==> config.mk <==
export PLATFORM = sky130hd
export DESIGN_NAME = temporizador_bcd
export DESIGN_NICKNAME = d
export VERILOG_FILES = /design/src/rtl/temporizador_bcd.sv
export SDC_FILE = /design/constraint.sdc
export NUM_CORES = 1
export LEC_CHECK = 0
export CELL_PAD_IN_SITES_DETAIL_PLACEMENT = 1
export CELL_PAD_IN_SITES_GLOBAL_PLACEMENT = 1
export CORE_MARGIN = 4
export CORE_UTILIZATION = 48
export DETAILED_ROUTE_END_ITERATION = 10
export PLACE_DENSITY = 0.84
export SYNTH_ARGS = -nofsm -noshare
export SYNTH_HDL_FRONTEND = slang
export SYNTH_SLANG_ARGS = --single-unit
==> constraint.sdc <==
create_clock -name clk -period 2.93 [get_ports clk]
set_clock_uncertainty 0.05 [all_clocks]
set_input_delay 0.586 -clock clk [delete_from_list [all_inputs] [get_ports clk]]
set_output_delay 0.586 -clock clk [all_outputs]
set_load 0.03 [all_outputs]
==> src/rtl/temporizador_bcd.sv <==
// Two-digit BCD countdown timer for the irrigation phases: loads a duration,
// decrements it once every DIV_COUNT clocks and pulses 'fim' when it reaches 00.
module temporizador_bcd #(
    parameter int DIV_COUNT = 50_000_000
) (
    input  logic       clk,
    input  logic       reset,
    input  logic       carregar,
    input  logic [3:0] dezena_in,
    input  logic [3:0] unidade_in,
    input  logic       pausa,
    input  logic       cancelar,
    output logic [3:0] dezena_out,
    output logic [3:0] unidade_out,
    output logic       ativo,
    output logic       fim
);

    localparam int PW = (DIV_COUNT > 2) ? $clog2(DIV_COUNT) : 1;
    localparam logic [PW-1:0] ULTIMO = PW'(DIV_COUNT - 1);

    typedef enum logic [1:0] {
        OCIOSO   = 2'b00,
        CONTANDO = 2'b01,
        PAUSADO  = 2'b10,
        FIM      = 2'b11
    } estado_t;

    estado_t       estado;
    logic [PW-1:0] presc;
    logic [3:0]    dezena_sat;
    logic [3:0]    unidade_sat;
    logic          carga_zero;

    // Out-of-range BCD digits are saturated to 9 rather than rejected.
    function automatic logic [3:0] satura_bcd(input logic [3:0] d);
        return (d > 4'd9) ? 4'd9 : d;
    endfunction

    function automatic logic [7:0] decrementa_bcd(input logic [3:0] dz, input logic [3:0] un);
        if (un == 4'd0)
            return {dz - 4'd1, 4'd9};
        else
            return {dz, un - 4'd1};
    endfunction

    always_comb begin
        dezena_sat  = satura_bcd(dezena_in);
        unidade_sat = satura_bcd(unidade_in);
        carga_zero  = (dezena_sat == 4'd0) && (unidade_sat == 4'd0);
    end

    always_ff @(posedge clk or posedge reset) begin
        if (reset) begin
            estado      <= OCIOSO;
            presc       <= '0;
            dezena_out  <= 4'd0;
            unidade_out <= 4'd0;
            ativo       <= 1'b0;
            fim         <= 1'b0;
        end else if (cancelar) begin
            estado      <= OCIOSO;
            presc       <= '0;
            dezena_out  <= 4'd0;
            unidade_out <= 4'd0;
            ativo       <= 1'b0;
            fim         <= 1'b0;
        end else if (carregar) begin
            presc       <= '0;
            dezena_out  <= dezena_sat;
            unidade_out <= unidade_sat;
            if (carga_zero) begin
                estado <= FIM;
                ativo  <= 1'b0;
                fim    <= 1'b1;
            end else begin
                estado <= CONTANDO;
                ativo  <= 1'b1;
                fim    <= 1'b0;
            end
        end else begin
            fim <= 1'b0;
            case (estado)
                // Leaving PAUSADO counts on the same edge, so a pause of N
                // cycles stretches the phase by exactly N cycles.
                CONTANDO, PAUSADO: begin
                    if (pausa) begin
                        estado <= PAUSADO;
                        ativo  <= 1'b1;
                    end else if (presc == ULTIMO) begin
                        presc <= '0;
                        if (dezena_out == 4'd0 && unidade_out == 4'd1) begin
                            estado      <= FIM;
                            dezena_out  <= 4'd0;
                            unidade_out <= 4'd0;
                            ativo       <= 1'b0;
                            fim         <= 1'b1;
                        end else begin
                            {dezena_out, unidade_out} <= decrementa_bcd(dezena_out, unidade_out);
                            estado <= CONTANDO;
                            ativo  <= 1'b1;
                        end
                    end else begin
                        presc  <= presc + PW'(1);
                        estado <= CONTANDO;
                        ativo  <= 1'b1;
                    end
                end
                FIM: begin
                    estado <= OCIOSO;
                    ativo  <= 1'b0;
                end
                default: begin
                    estado <= OCIOSO;
                    ativo  <= 1'b0;
                end
            endcase
        end
    end

endmodule
==> results of run 1 <==
[per-stage QoR]
step | util, % | hold slack (ns) | power, mW
finish | 58.32 | 0.4844 | 1.117
global route | 58.32 | 0.5134 | 1.170
CTS | 58.32 | 0.4766 | 1.125
detailed placement | 56.48 | 0.4652 | 0.7383
global placement | 56.48 | 0.4653 | 0.7340
floorplan | - | 0.4294 | 0.6636
[worst paths after layout]
kind,depth (start not counted),end,from
max in group asynchronous,3,presc[3],reset
setup / recovery,6,dezena_out[0],pausa
hold / removal,1,presc[21],presc[21]
min in group asynchronous,2,presc[17],reset
setup reg to reg,6,presc[16],presc[0]
hold reg to reg,1,presc[21],presc[21]
[flip-flops by register name (all words and copies together), names as in the netlist]
signal       count
estado           2
fim              1
unidade_out      4
dezena_out       4
presc           26
ativo            1
[worst max-delay path: stages]
cell             delay, ns
clkdlybuf4s50_1       0.53
or3_2                 0.49
a211oi_1              0.22
and4_1                0.38
mux2i_1               0.22
a211oi_1              0.08
[synthesized netlist by cell type (3+ instances only)]
master     n  area, µm²
dfrtp_1   38      950.9
nand2_1   28      105.1
nand3_1   25      125.1
nor2_1    25      93.84
nand4_1   19      118.9
inv_1     14      52.55
a21oi_1   10      50.05
nor3_1    10      50.05
o21ai_0    9      45.04
clkbuf_1   8      30.03
mux2i_1    7      70.07
or4_1      7      52.55
a31oi_1    6      37.54
ha_1       6      75.07
nor4_1     6      37.54
o211ai_1   6      45.04
a211oi_1   5      37.54
or3_1      5      31.28
xnor2_1    4      35.03
nor4_4     3      63.81
[cells by family after synthesis]
| group | Yosys count | synth area share [%] |
|---|---|---|
| buf+inv | 30 | 5.756 |
| xor+xnor | 6 | 2.302 |
| compound gates | 58 | 15.68 |
| mux | 7 | 2.686 |
| flops | 38 | 36.45 |
| simple gates | 151 | 34.25 |
| fa+ha+maj | 6 | 2.878 |
[routing by layer]
| layer | track usage, % | vias up |
|---|---|---|
| li1 | - | 1174 |
| met1 | 35.49 | 1212 |
| met2 | 37.64 | 49 |
| met3 | 4.386 | 9 |
| met4 | 7.475 | 0 |
| met5 | 0 | - |
[power groups by stage]
stage	sequential (mW)	combinational [mW]	clock [mW]
floorplan	0.570	0.0939	0
global placement	0.558	0.176	0
detailed placement	0.558	0.181	0
CTS	0.547	0.181	0.396
global route	0.550	0.199	0.421
finish	0.547	0.180	0.389
[layout make-up]
| cell class | count | area, µm² |
|---|---|---|
| Clock buffer | 6 | 82.58 |
| Clock inverter | 2 | 12.51 |
| Fill cell | 612 | 2156 |
| Inverter | 14 | 52.55 |
| Multi-Input combinational cell | 228 | 1508 |
| Sequential cell | 38 | 950.9 |
| Tap cell | 70 | 87.58 |
| Timing Repair Buffer | 34 | 322.8 |
==> reports/metrics.yaml, run 1 <==
sta:
  slew_viol_final: 0
  worst_slack_ns: 0.5383
  setup_viol_count_final: 0
  slew_headroom_pct: 55.34
  fmax_ghz: 0.4181
  fin_crit_ns: 2.392
  tns_ns: 0
  tightestPinTransition_ns: 0.6691
  hold_viol: 0
  rsz0062_at_grt: "false"
  fin_crit_sh_pct: 81.63
synthesis:
  syn_nets: 315
  synth_cells: 296
  ys_seq_elements: 38
  synth_seq_area_share_pct: 36.45
  ys_async_sr_fraction_pct: 100.0
  synth_area_mm2: 0.002609
  yosys_warnings: 0
  synth_edf_count: 0
  syn-mean-instance-area_um2: 8.813
  synth_flop_cell: "dfrtp_1"
  synth_cell_types: 63
routing:
  routed_wl_mm: 7.280
  dr.max_layer_used: "met4"
  drc: 0
  dr_wl_met3_um: 304
  first_pass_iters: 4
  vias_per_cell: 6.235
  vias: 2444
  met2WireLength_mm: 3.491
  wl_met1_mm: 3.382
  ant_nets: 0
  wl_per_cell_um: 18.57
  dr.first_iter.drc_count: 178
clocking:
  cts_buffers: 5
  path_clk_slew_ns: 0.08
  cts_post_setup_buffers_inserted: 0
  postCtsHoldBufs: 0
  cts_buffer_depth: 2
  cts_tree: "built"
  cts_resized: 0
  clock_sinks: 38
  root_buffer: "clkbuf_8"
  cts_htree_levels: 2
  clkLatencyLatePin_ns: 0.30
min_path:
  hp-class: "register to register"
outcome:
  status: "completed"
worst_setup_path:
  crit_type: "primary input to register"
  reg2reg_setup_slack_ns: 0.66
  cp.arrival_ns: 2.52
  required_ns: 3.06
  startpoint_type: "primary input"
  worst_setup_path_end_kind: "register"
  crit_fanout: 7
global_routing:
  grt.overflow.total: 0
  grt_max_degree: 35
  grt_pass1_wl_mm: 12.49
  antenna_found_initial: 0
  track_usage_pct: 24.66
  grt_pass1_vias: 2409
pwr:
  p_comb_share_pct: 16.1
  ir_worst_vdd_v: 0.0002733
  powerDensity_mw_per_mm2: 370.2
  seqPwrFrac_pct: 49.0
  p_leak_nw: 1.186
  intPower_mw: 0.7967
  switching_share_pct: 28.66
  netSwitchingPower_mw: 0.3202
  clkPwrFrac_pct: 34.9
placement:
  io_buffers: 22
  gp_congestion: 0.8802
  place_ws_ns: 0.2568
  place_area_mm2: 0.002922
  place_hpwl_mm: 5.306
  dp.cells: 384
layout:
  final_common_cell: "dfrtp_1"
  layout-drive-gt1-share_pct: 12.42
  instances_no_fill: 392
  area_growth_pct: 15.64
  final_area_mm2: 0.003017
  final_cell_mix: "dfrtp_1, nand2_1, nor2_1, nand3_1, clkdlybuf4s50_1"
  nNetsFinal: 340
  antennaDiodeCount: 0
die:
  die_area_mm2: 0.006678
  die_x_um: 81.72
  die_y_um: 81.72
  io_pins: 23
  rows: 26
  initial_core_util_pct: 50.44
  core_area_mm2: 0.005172
flow_run:
  maxCapViolCount: 0
(Power assumes the default switching activity.)
==> run 2, diff against run 1 <==
- CORE_UTILIZATION: 48 -> 40
- PLACE_DENSITY: 0.84 -> 0.74
- clock period: 2.93 -> 2.2 ns (I/O delays scaled with it)
==> run 2 against run 1 <==
  * Worst hold slack improved by 0.0023 ns
  * Critical path depth unchanged
  * Wire length increased by 7.7%
  * Sequential power increased by 33%
  * Total power increased by 36%
  * Register-to-register slack got worse by 0.53 ns
  * Critical endpoint is now presc[25]
  * Largest cell class unchanged
==> reports/metrics.yaml, run 2 (same netlist as run 1, synthesis figures left out) <==
outcome:
  status: "completed"
die:
  die_area_mm2: 0.007878  # +18%
  rows: 29  # +12%
  core_area_mm2: 0.006350  # +23%
  initial_core_util_pct: 41.08  # -9.4 points
  die_y_um: 88.76  # +8.6%
  die_x_um: 88.76  # +8.6%
  io_pins: 23  # unchanged
sta:
  slew_viol_final: 0  # unchanged
  tightestPinTransition_ns: 0.5265  # -0.1427 ns
  hold_viol: 0  # unchanged
  setup_viol_count_final: 0  # unchanged
  fin_crit_ns: 2.073
  slew_headroom_pct: 64.90  # +9.6 points
  fin_crit_sh_pct: 94.22
  rsz0062_at_grt: "false"
  fmax_ghz: 0.4824
  hold_slack_ns: 0.4867  # +0.002295 ns
  worst_slack_ns: 0.1271  # -0.4112 ns
layout:
  top_register: "presc"
  area_growth_pct: 23.93
  top_regs: "presc: 26 flops, dezena_out: 4 flops, unidade_out: 4 flops"
  layout-drive-gt1-share_pct: 19.02  # +6.6 points
  largest_reg_flops: 26  # unchanged
  final_common_cell: "dfrtp_1"
  final_area_mm2: 0.003233  # +7.2%
  fin_util_pct: 50.92  # -7.4 points
  nNetsFinal: 365  # +7.4%
  antennaDiodeCount: 0  # unchanged
  nFillCells: 751  # +23%
  final_cell_mix: "dfrtp_1, buf_4, nand2_1, nor2_1, nand3_1"
clocking:
  cts_htree_levels: 2  # unchanged
  clock_sinks: 38  # unchanged
  clkLatencyLatePin_ns: 0.30  # about the same
  path_clk_slew_ns: 0.08  # about the same
  root_buffer: "clkbuf_8"
  cts_buffer_depth: 2  # unchanged
  cts_buffers: 5  # unchanged
  cts_tree: "built"
worst_setup_path:
  worst_setup_path_end_kind: "register"
  crit_type: "register to register"
  startpoint_type: "register"
  startpoint: "presc[9]"
  worst_r2r_startpoint: "presc[9]"
  crit_fanout: 8  # +1
  required_ns: 2.39  # -0.67 ns
  cp.arrival_ns: 2.26  # -0.26 ns
flow_run:
  maxCapViolCount: 0  # unchanged
routing:
  first_pass_iters: 4  # unchanged
  ant_nets: 0  # unchanged
  dr.first_iter.drc_count: 211  # +19%
  drc: 0  # unchanged
  vias: 2570  # +5.2%
  wl_per_cell_um: 18.49  # -0.44%
  vias_per_cell: 6.061  # -2.8%
  routed_wl_mm: 7.840  # +7.7%
global_routing:
  grt.overflow.total: 0  # unchanged
  grt_pass1_wl_mm: 13.25  # +6.1%
  antenna_found_initial: 0  # unchanged
  track_usage_pct: 21.60  # -3.1 points
  grt_max_degree: 39  # +11%
  grt_pass1_vias: 2663  # +11%
min_path:
  hp-class: "register to register"
  hold_start: "presc[21]"
placement:
  place_ws_ns: -0.2397  # -0.4965 ns
  place_hpwl_mm: 5.725  # +7.9%
  io_buffers: 22  # unchanged
  gp_congestion: 0.8910  # +1.2%
  place_area_mm2: 0.003103  # +6.2%
pwr:
  total_power_mw: 1.518  # +36%
  p_leak_nw: 1.330  # +12%
  powerDensity_mw_per_mm2: 469.6  # +27%
  ir_worst_vdd_v: 0.0002630  # -3.8%
run 2: cell count changes in the layout (fill, tap and decap cells not counted):
cell and delta:
nor4_2 -2, and4_4 +1, and4_1 -1, nor4_4 +2
buf_4 +25
run 2: path summary, 6_finish.rpt:
| check | to | slack, ns | cells after the start |
|---|---|---|---|
| min reg2reg | presc[21] | 0.49 | 1 |
| max reg2reg | presc[25] | 0.13 | 6 |
| max in group asynchronous | presc[21] | 1.21 | 3 |
| min in group asynchronous | unidade_out[1] | 0.53 | 3 |
| max | presc[25] | 0.13 | 6 |
| min | presc[21] | 0.49 | 1 |
run 2: through the flow:
stage / instances / TNS (ns)
floorplan: 296 / 0
global placement: 414 / -1.283
detailed placement: 414 / -1.984
CTS: 422 / 0
global route: 424 / 0
finish: 424 / 0
run 2: area by class of cell:
| class | instances | area, µm² | share of cell area, % |
|---|---|---|---|
| inverter | 14 | 52.55 | 1.625 |
| clock inverter | 2 | 12.51 | 0.3870 |
| sequential | 38 | 950.9 | 29.41 |
| timing repair buffer | 59 | 510.5 | 15.79 |
| multi-input combinational | 228 | 1528 | 47.25 |
| tap | 77 | 96.34 | 2.980 |
| clock buffer | 6 | 82.58 | 2.554 |
run 2: critical path, stage by stage, from the launching register on:
cell	delay [ns]
dfrtp_1	0.49
nand3_1	0.24
nor4_4	0.36
buf_4	0.21
nand4_1	0.13
or4_1	0.43
nand3_1	0.09
run 2: metal layers:
metal	GRT usage [%]	part of all wire, %
met5	0	0
met4	5.357	1.0
met3	3.445	3.1
met2	35.90	48
met1	29.33	47
run 2: what timing repair did:
item,in CTS,in global routing
setup endpoints to repair,0,6
buffers inserted,0,2
hold buffers,0,0
gates resized for setup,0,4
run 2: power breakdown:
part | internal (mW) | total (mW) | switching (mW)
Sequential | 0.710 | 0.726 | 0.0156
Combinational | 0.115 | 0.268 | 0.154
Clock | 0.252 | 0.524 | 0.272
Total | 1.08 | 1.52 | 0.441
==> run 3, diff against run 2 <==
- ABC_AREA: default -> 1
- CORE_UTILIZATION: 40 -> 38
- PLACE_DENSITY: 0.74 -> 0.75
- TNS_END_PERCENT: default -> 50
==> run 3 against run 2 <==
  * Setup slack improved by 0.13 ns
  * Sequential cell count did not move
  * Utilization fell by 4.7 points
  * Cell count rose by 13%
  * First-iteration DRC count fell by 50%
  * Die area rose by 3.2%
  * Register-to-register slack improved by 0.19 ns
  * Fmax rose by 6.7%
  * Largest power group unchanged
  * Highest routed layer unchanged
==> reports/metrics.yaml, run 3 <==
synthesis:
  syn-mean-instance-area_um2: 6.898  # -22%
  yosys_warnings: 0  # unchanged
  ys_async_sr_fraction_pct: 100.0  # unchanged
  synth_edf_count: 0  # unchanged
  synth_cell_types: 32  # -49%
  synth_area_mm2: 0.002566  # -1.6%
  synth_cells: 372  # +26%
  synth.most_common_cell: "nand2_1"
  synthTopCellsByArea: "dfrtp_1, nand2_1, nor2_1"
  synth_flop_cell: "dfrtp_1"
  synth_area_leader_cell: "dfrtp_1"
  ys_seq_elements: 38  # unchanged
  syn_nets: 391  # +24%
  synth_common_cells: "nand2_1, nor2_1, inv_1"
  synth_seq_area_share_pct: 37.06  # +0.60 points
  yosys.area.top_type_share_pct: 37.06  # +0.60 points
clocking:
  postCtsHoldBufs: 0  # unchanged
  clkLatencyLatePin_ns: 0.30  # about the same
  cts_tree: "built"
  cts_buffer_depth: 2  # unchanged
  root_buffer: "clkbuf_8"
  cts_htree_levels: 2  # unchanged
  cts_resized: 0  # unchanged
  clock_sinks: 38  # unchanged
  cts_buffers: 5  # unchanged
  path_clk_slew_ns: 0.08  # about the same
  cts_post_setup_buffers_inserted: 0  # unchanged
worst_setup_path:
  slowest_stage: "clkdlybuf4s50_1"
  crit_type: "register to output port"
  crit_fanout: 5  # -3
  critPathMaxStageDelay_ns: 0.71  # +0.22 ns
  path_buf_inv: 1  # unchanged
  required_ns: 1.71  # -0.68 ns
  startpoint_type: "register"
  crit_family: "buffers and inverters"
  worst_setup_path_end_kind: "output port"
  cp.arrival_ns: 1.45  # -0.81 ns
  crit_chain: "clkdlybuf4s50_1"
layout:
  largest_reg_flops: 26  # unchanged
  layout-drive-gt1-share_pct: 8.706  # -10 points
  nFillCells: 862  # +15%
  top_regs: "presc: 26 flops, dezena_out: 4 flops, unidade_out: 4 flops"
  nNetsFinal: 420  # +15%
  antennaDiodeCount: 0  # unchanged
  final_common_cell: "nand2_1"
  final_cell_mix: "nand2_1, nor2_1, inv_1, dfrtp_1, nand3_1"
  top_register: "presc"
  area_growth_pct: 16.28
global_routing:
  grt_max_degree: 39  # unchanged
  grt.overflow.total: 0  # unchanged
  grt_pass1_vias: 2562  # -3.8%
  grt_pass1_wl_mm: 12.54  # -5.4%
  antenna_found_initial: 0  # unchanged
  track_usage_pct: 18.62  # -3.0 points
routing:
  first_pass_iters: 4  # unchanged
  dr.first_iter.drc_count: 106  # -50%
  ant_nets: 0  # unchanged
  wl_per_cell_um: 14.77  # -20%
  routed_wl_mm: 7.073  # -9.8%
  drc: 0  # unchanged
  vias_per_cell: 5.010  # -17%
  vias: 2400  # -6.6%
sta:
  slew_headroom_pct: 65.77  # +0.87 points
  fmax_ghz: 0.5146  # +6.7%
  slew_viol_final: 0  # unchanged
  rsz0062_at_grt: "false"
  fin_crit_ns: 1.943  # -0.1297 ns
  tns_ns: 0  # unchanged
  fin_crit_sh_pct: 88.33  # -5.9 points
  setup_viol_count_final: 0  # unchanged
  tightestPinTransition_ns: 0.5134  # -0.01304 ns
  hold_viol: 0  # unchanged
pwr:
  ir_worst_vdd_v: 0.0002913  # +11%
  p_leak_nw: 1.309  # -1.5%
  total_power_mw: 1.753  # +15%
  powerDensity_mw_per_mm2: 587.5  # +25%
die:
  die_y_um: 90.18  # +1.6%
  die_x_um: 90.18  # +1.6%
  io_pins: 23  # unchanged
  core_area_mm2: 0.006459  # +1.7%
  die_area_mm2: 0.008132  # +3.2%
  initial_core_util_pct: 39.73  # -1.4 points
  rows: 29  # unchanged
flow_run:
  maxCapViolCount: 0  # unchanged
placement:
  place_hpwl_mm: 5.499  # -4.0%
  io_buffers: 22  # unchanged
  gp_congestion: 0.7752  # -13%
min_path:
  hp-class: "register to register"
outcome:
  status: "completed"
[run 3: changes by cell type in the layout (fill, tap and decap cells not counted), sizes merged, moves of 6 or more]
cell	delta
nor2	+44
nand4	-15
nand2	+74
buf	-30
o21ai	+12
nor4	-11
or4	-8
xor2	+10
inv	+30
or3	-6
mux2i	-7
[run 3: cell type report]
cell class	instances	area, µm²	share of cell area (%)
repair buffers	29	285.3	9.560
well taps	77	96.34	3.229
clock inverters	1	5.005	0.1677
flip-flops and latches	38	950.9	31.87
clock buffers	7	86.33	2.893
multi-input cells	282	1391	46.62
inverters	45	168.9	5.660
[run 3: report_power, final]
group | internal, mW | switching, mW
Combinational | 0.177 | 0.289
Sequential | 0.737 | 0.0397
Clock | 0.253 | 0.257
[run 3: routing by layer]
metal  routed length, µm  global-route usage, %  part of all wire, %  up-vias
met5                   0                      0                    0        -
met1                3555                  26.29                   50     1142
li1                    -                      -                    -     1230
met2                3327                  30.62                   47       21
met4                  68                  4.209                 0.96        0
met3                 121                  2.087                  1.7        7
[run 3: kinds of logic (layout without fill, tap and decap cells)]
family	Yosys count	after routing	share of synthesized area (%)
compound gates	39	39	8.192
xor+xnor	12	12	4.096
fa+ha+maj	6	6	2.925
buf+inv	52	82	8.727
flops	38	38	37.06
simple gates	225	225	39.01
[run 3: metrics by stage]
stage          cells  setup WS [ns]  hold WS [ns]  instance area, µm²  utilization [%]
5_1_grt          479         0.1429        0.5077                2984            46.20
3_3_place_gp     471         0.1693        0.4474                2893            44.79
6_report         479         0.2568        0.4633                2984            46.20
3_5_place_dp     471         0.1291        0.4478                2893            44.79
4_1_cts          479         0.2401        0.4705                2984            46.20
2_1_floorplan    372         0.5644        0.4252                2566                -
[run 3: path summary, 6_finish.rpt]
kind | from | to | slack, ns | cells past startpoint
setup / recovery | unidade_out[2] | unidade_out[2] | 0.26 | 1
hold / removal | unidade_out[3] | unidade_out[3] | 0.46 | 2
setup reg to reg | presc[0] | presc[24] | 0.32 | 11
hold reg to reg | unidade_out[3] | unidade_out[3] | 0.46 | 2
max in group asynchronous | reset | presc[8] | 1.21 | 3
min in group asynchronous | reset | presc[1] | 0.51 | 3
==> RTL edit (flow settings as in run 2) <==
Register the inputs `carregar`, `dezena_in`, `unidade_in`, `pausa` and `cancelar` before use, with the module's reset. The logic sees them one clock later.
--- a/src/rtl/temporizador_bcd.sv
+++ b/src/rtl/temporizador_bcd.sv
@@ -27,4 +27,26 @@
     } estado_t;
 
+    logic carregar_q;
+    logic [3:0] dezena_q;
+    logic [3:0] unidade_q;
+    logic pausa_q;
+    logic cancelar_q;
+
+    always_ff @(posedge clk or posedge reset) begin
+        if (reset) begin
+            carregar_q <= '0;
+            dezena_q   <= '0;
+            unidade_q  <= '0;
+            pausa_q    <= '0;
+            cancelar_q <= '0;
+        end else begin
+            carregar_q <= carregar;
+            dezena_q   <= dezena_in;
+            unidade_q  <= unidade_in;
+            pausa_q    <= pausa;
+            cancelar_q <= cancelar;
+        end
+    end
+
     estado_t       estado;
     logic [PW-1:0] presc;
@@ -46,6 +68,6 @@
 
     always_comb begin
-        dezena_sat  = satura_bcd(dezena_in);
-        unidade_sat = satura_bcd(unidade_in);
+        dezena_sat  = satura_bcd(dezena_q);
+        unidade_sat = satura_bcd(unidade_q);
         carga_zero  = (dezena_sat == 4'd0) && (unidade_sat == 4'd0);
     end
@@ -59,5 +81,5 @@
             ativo       <= 1'b0;
             fim         <= 1'b0;
-        end else if (cancelar) begin
+        end else if (cancelar_q) begin
             estado      <= OCIOSO;
             presc       <= '0;
@@ -66,5 +88,5 @@
             ativo       <= 1'b0;
             fim         <= 1'b0;
-        end else if (carregar) begin
+        end else if (carregar_q) begin
             presc       <= '0;
             dezena_out  <= dezena_sat;
@@ -85,5 +107,5 @@
                 // cycles stretches the phase by exactly N cycles.
                 CONTANDO, PAUSADO: begin
-                    if (pausa) begin
+                    if (pausa_q) begin
                         estado <= PAUSADO;
                         ativo  <= 1'b1;
Function: changed (a bounded check fails within 4 cycles, from zero or initial values and one cycle with reset high).
==> RTL edit against run 2 <==
Power grew 29%; first-iteration DRC count down 51%; clock power rose by 28%; sequential power up 33%; cell area increased by 1.9%; worst setup slack worse by 64 ps; area after synthesis about the same; global-route usage fell by 2.4 points; cell count fell by 7.5%; synthesized cell count decreased by 11%; sequential cell count rose by 11; wire length shrank 9.3%.
==> RTL edit: results (changes against run 2) <==
- The total combinational power is 0.000329 W (was 0.000268 W).
- The post-detailed-routing wire length came to 7.11 mm (was 7.84 mm).
- The total number of vias is 2,263 (was 2,570).
- The power in sequential cells is 0.000962 W (was 0.000726 W).
- The count of nets after finishing was 333 (was 365).
- The detailed-route vias per instance is 5.77 (was 6.06).
- The synthesized-area fraction occupied by xor and xnor cells was 3.69% (was 2.30%).
- The global-route wire length before repair was 11.8 mm (was 13.3 mm).
- The worst supply voltage drop on vdd is 326 uV (was 263 uV).
- The worst hold path class is in2async (was reg2reg).
- The kind of cell with the highest combined delay on the critical path is compound AO/OA/AOI/OAI gates (was simple AND/OR/NAND/NOR gates).
- The met3 wire length is 224 um (was 240 um).
- The worst flop-to-flop path startpoint is unidade_out[0] (was presc[9]).
- The multiplexer fraction of the synthesized cell area is 1.29% (was 2.69%).
- The worst-case register-to-register setup slack was 60 ps (was 130 ps).
- The final worst setup slack is 63.5 ps (was 127 ps).
- The largest net degree at the start of global routing came to 29 (was 39).
- The fraction of layout instances using a drive strength above 1 is 21.0% (was 19.0%).
- Cells taking the most area after synthesis: dfrtp_1, a21oi_1, nor2_1 (was dfrtp_1, nand3_1, nand4_1).
- The complex-gate fraction of the synthesized area was 14.8% (was 15.7%).
- The met3 demand-to-capacity share in global routing came to 3.63% (was 3.45%).
- Result of the run: complete, no violations (unchanged).
- The longest individual stage delay on the worst path is 400 ps (was 490 ps).
- The via count of the first global-routing pass is 2,349 (was 2,663).
- The area share of fa/ha/maj cells after synthesis is 2.87% (was 2.88%).
- The routing usage on met2 is 33.3% (was 35.9%).
- The met1 usage is 25.2% (was 29.3%).
- The instance count of the mapped netlist is 264 (was 296).
- The worst-case reg-to-reg path depth was 7 (was 6).
- The post-synthesis cell type count is 57 (was 63).
- The number of buffers added for setup after CTS is 2 (was 0).
- The top fanout value on the critical path was 4 (was 8).
- The number of placed instances, taps included is 381 (was 414).
- The routed length on met2 is 3.54 mm (was 3.80 mm).
- The sequential element share of the synthesized area is 47.0% (was 36.5%).
- Top cell types by occurrence after synthesis: dfrtp_1, a21oi_1, nor2_1 (was dfrtp_1, nand2_1, nand3_1, nor2_1, nand4_1).
- The reported leakage power is 1.37 nW (was 1.33 nW).
- The placed cell area is 3100 sq um (about the same).
- The total routing resource utilization after global routing is 19.3% (was 21.6%).
- The total nets after synthesis is 283 (was 315).
- The endpoint of the most critical register-to-register path is dezena_out[0] (was presc[25]).
## RTL edit: changes by cell type after synthesis, sizes merged, moves of 6 or more
cell and change:
dfrtp +11, o211ai -6, mux2i -7, nand4 -10, nand3 -16, nand2 -10, nor4 -7, a21oi +14
clkbuf -7
## RTL edit: worst min-delay path by stage
stage                               to  depth (start not counted)     start  slack [ps]
final                              fim                          2     reset         430
after global routing               fim                          2     reset         490
after CTS                 unidade_q[1]                          2     reset         460
after detailed placement      presc[3]                          1  presc[3]         480
after global placement        presc[3]                          1  presc[3]         470
after floorplan             cancelar_q                          0  cancelar         420
## RTL edit: through the flow
step	power, W	utilization, %
final	0.00196	51.9
after global routing	0.00206	51.9
after CTS	0.00196	51.0
after detailed placement	0.00127	48.8
after global placement	0.00126	48.8
after floorplan	0.00113	-
## RTL edit: cell type report
class                      count  area, sq um
tap                           77         96.3
sequential                    49         1230
clock buffer                   7         86.3
fill                         728         3050
multi-input combinational    193         1350
inverter                      14         52.6
clock inverter                 1         30.0
timing repair buffer          51          455
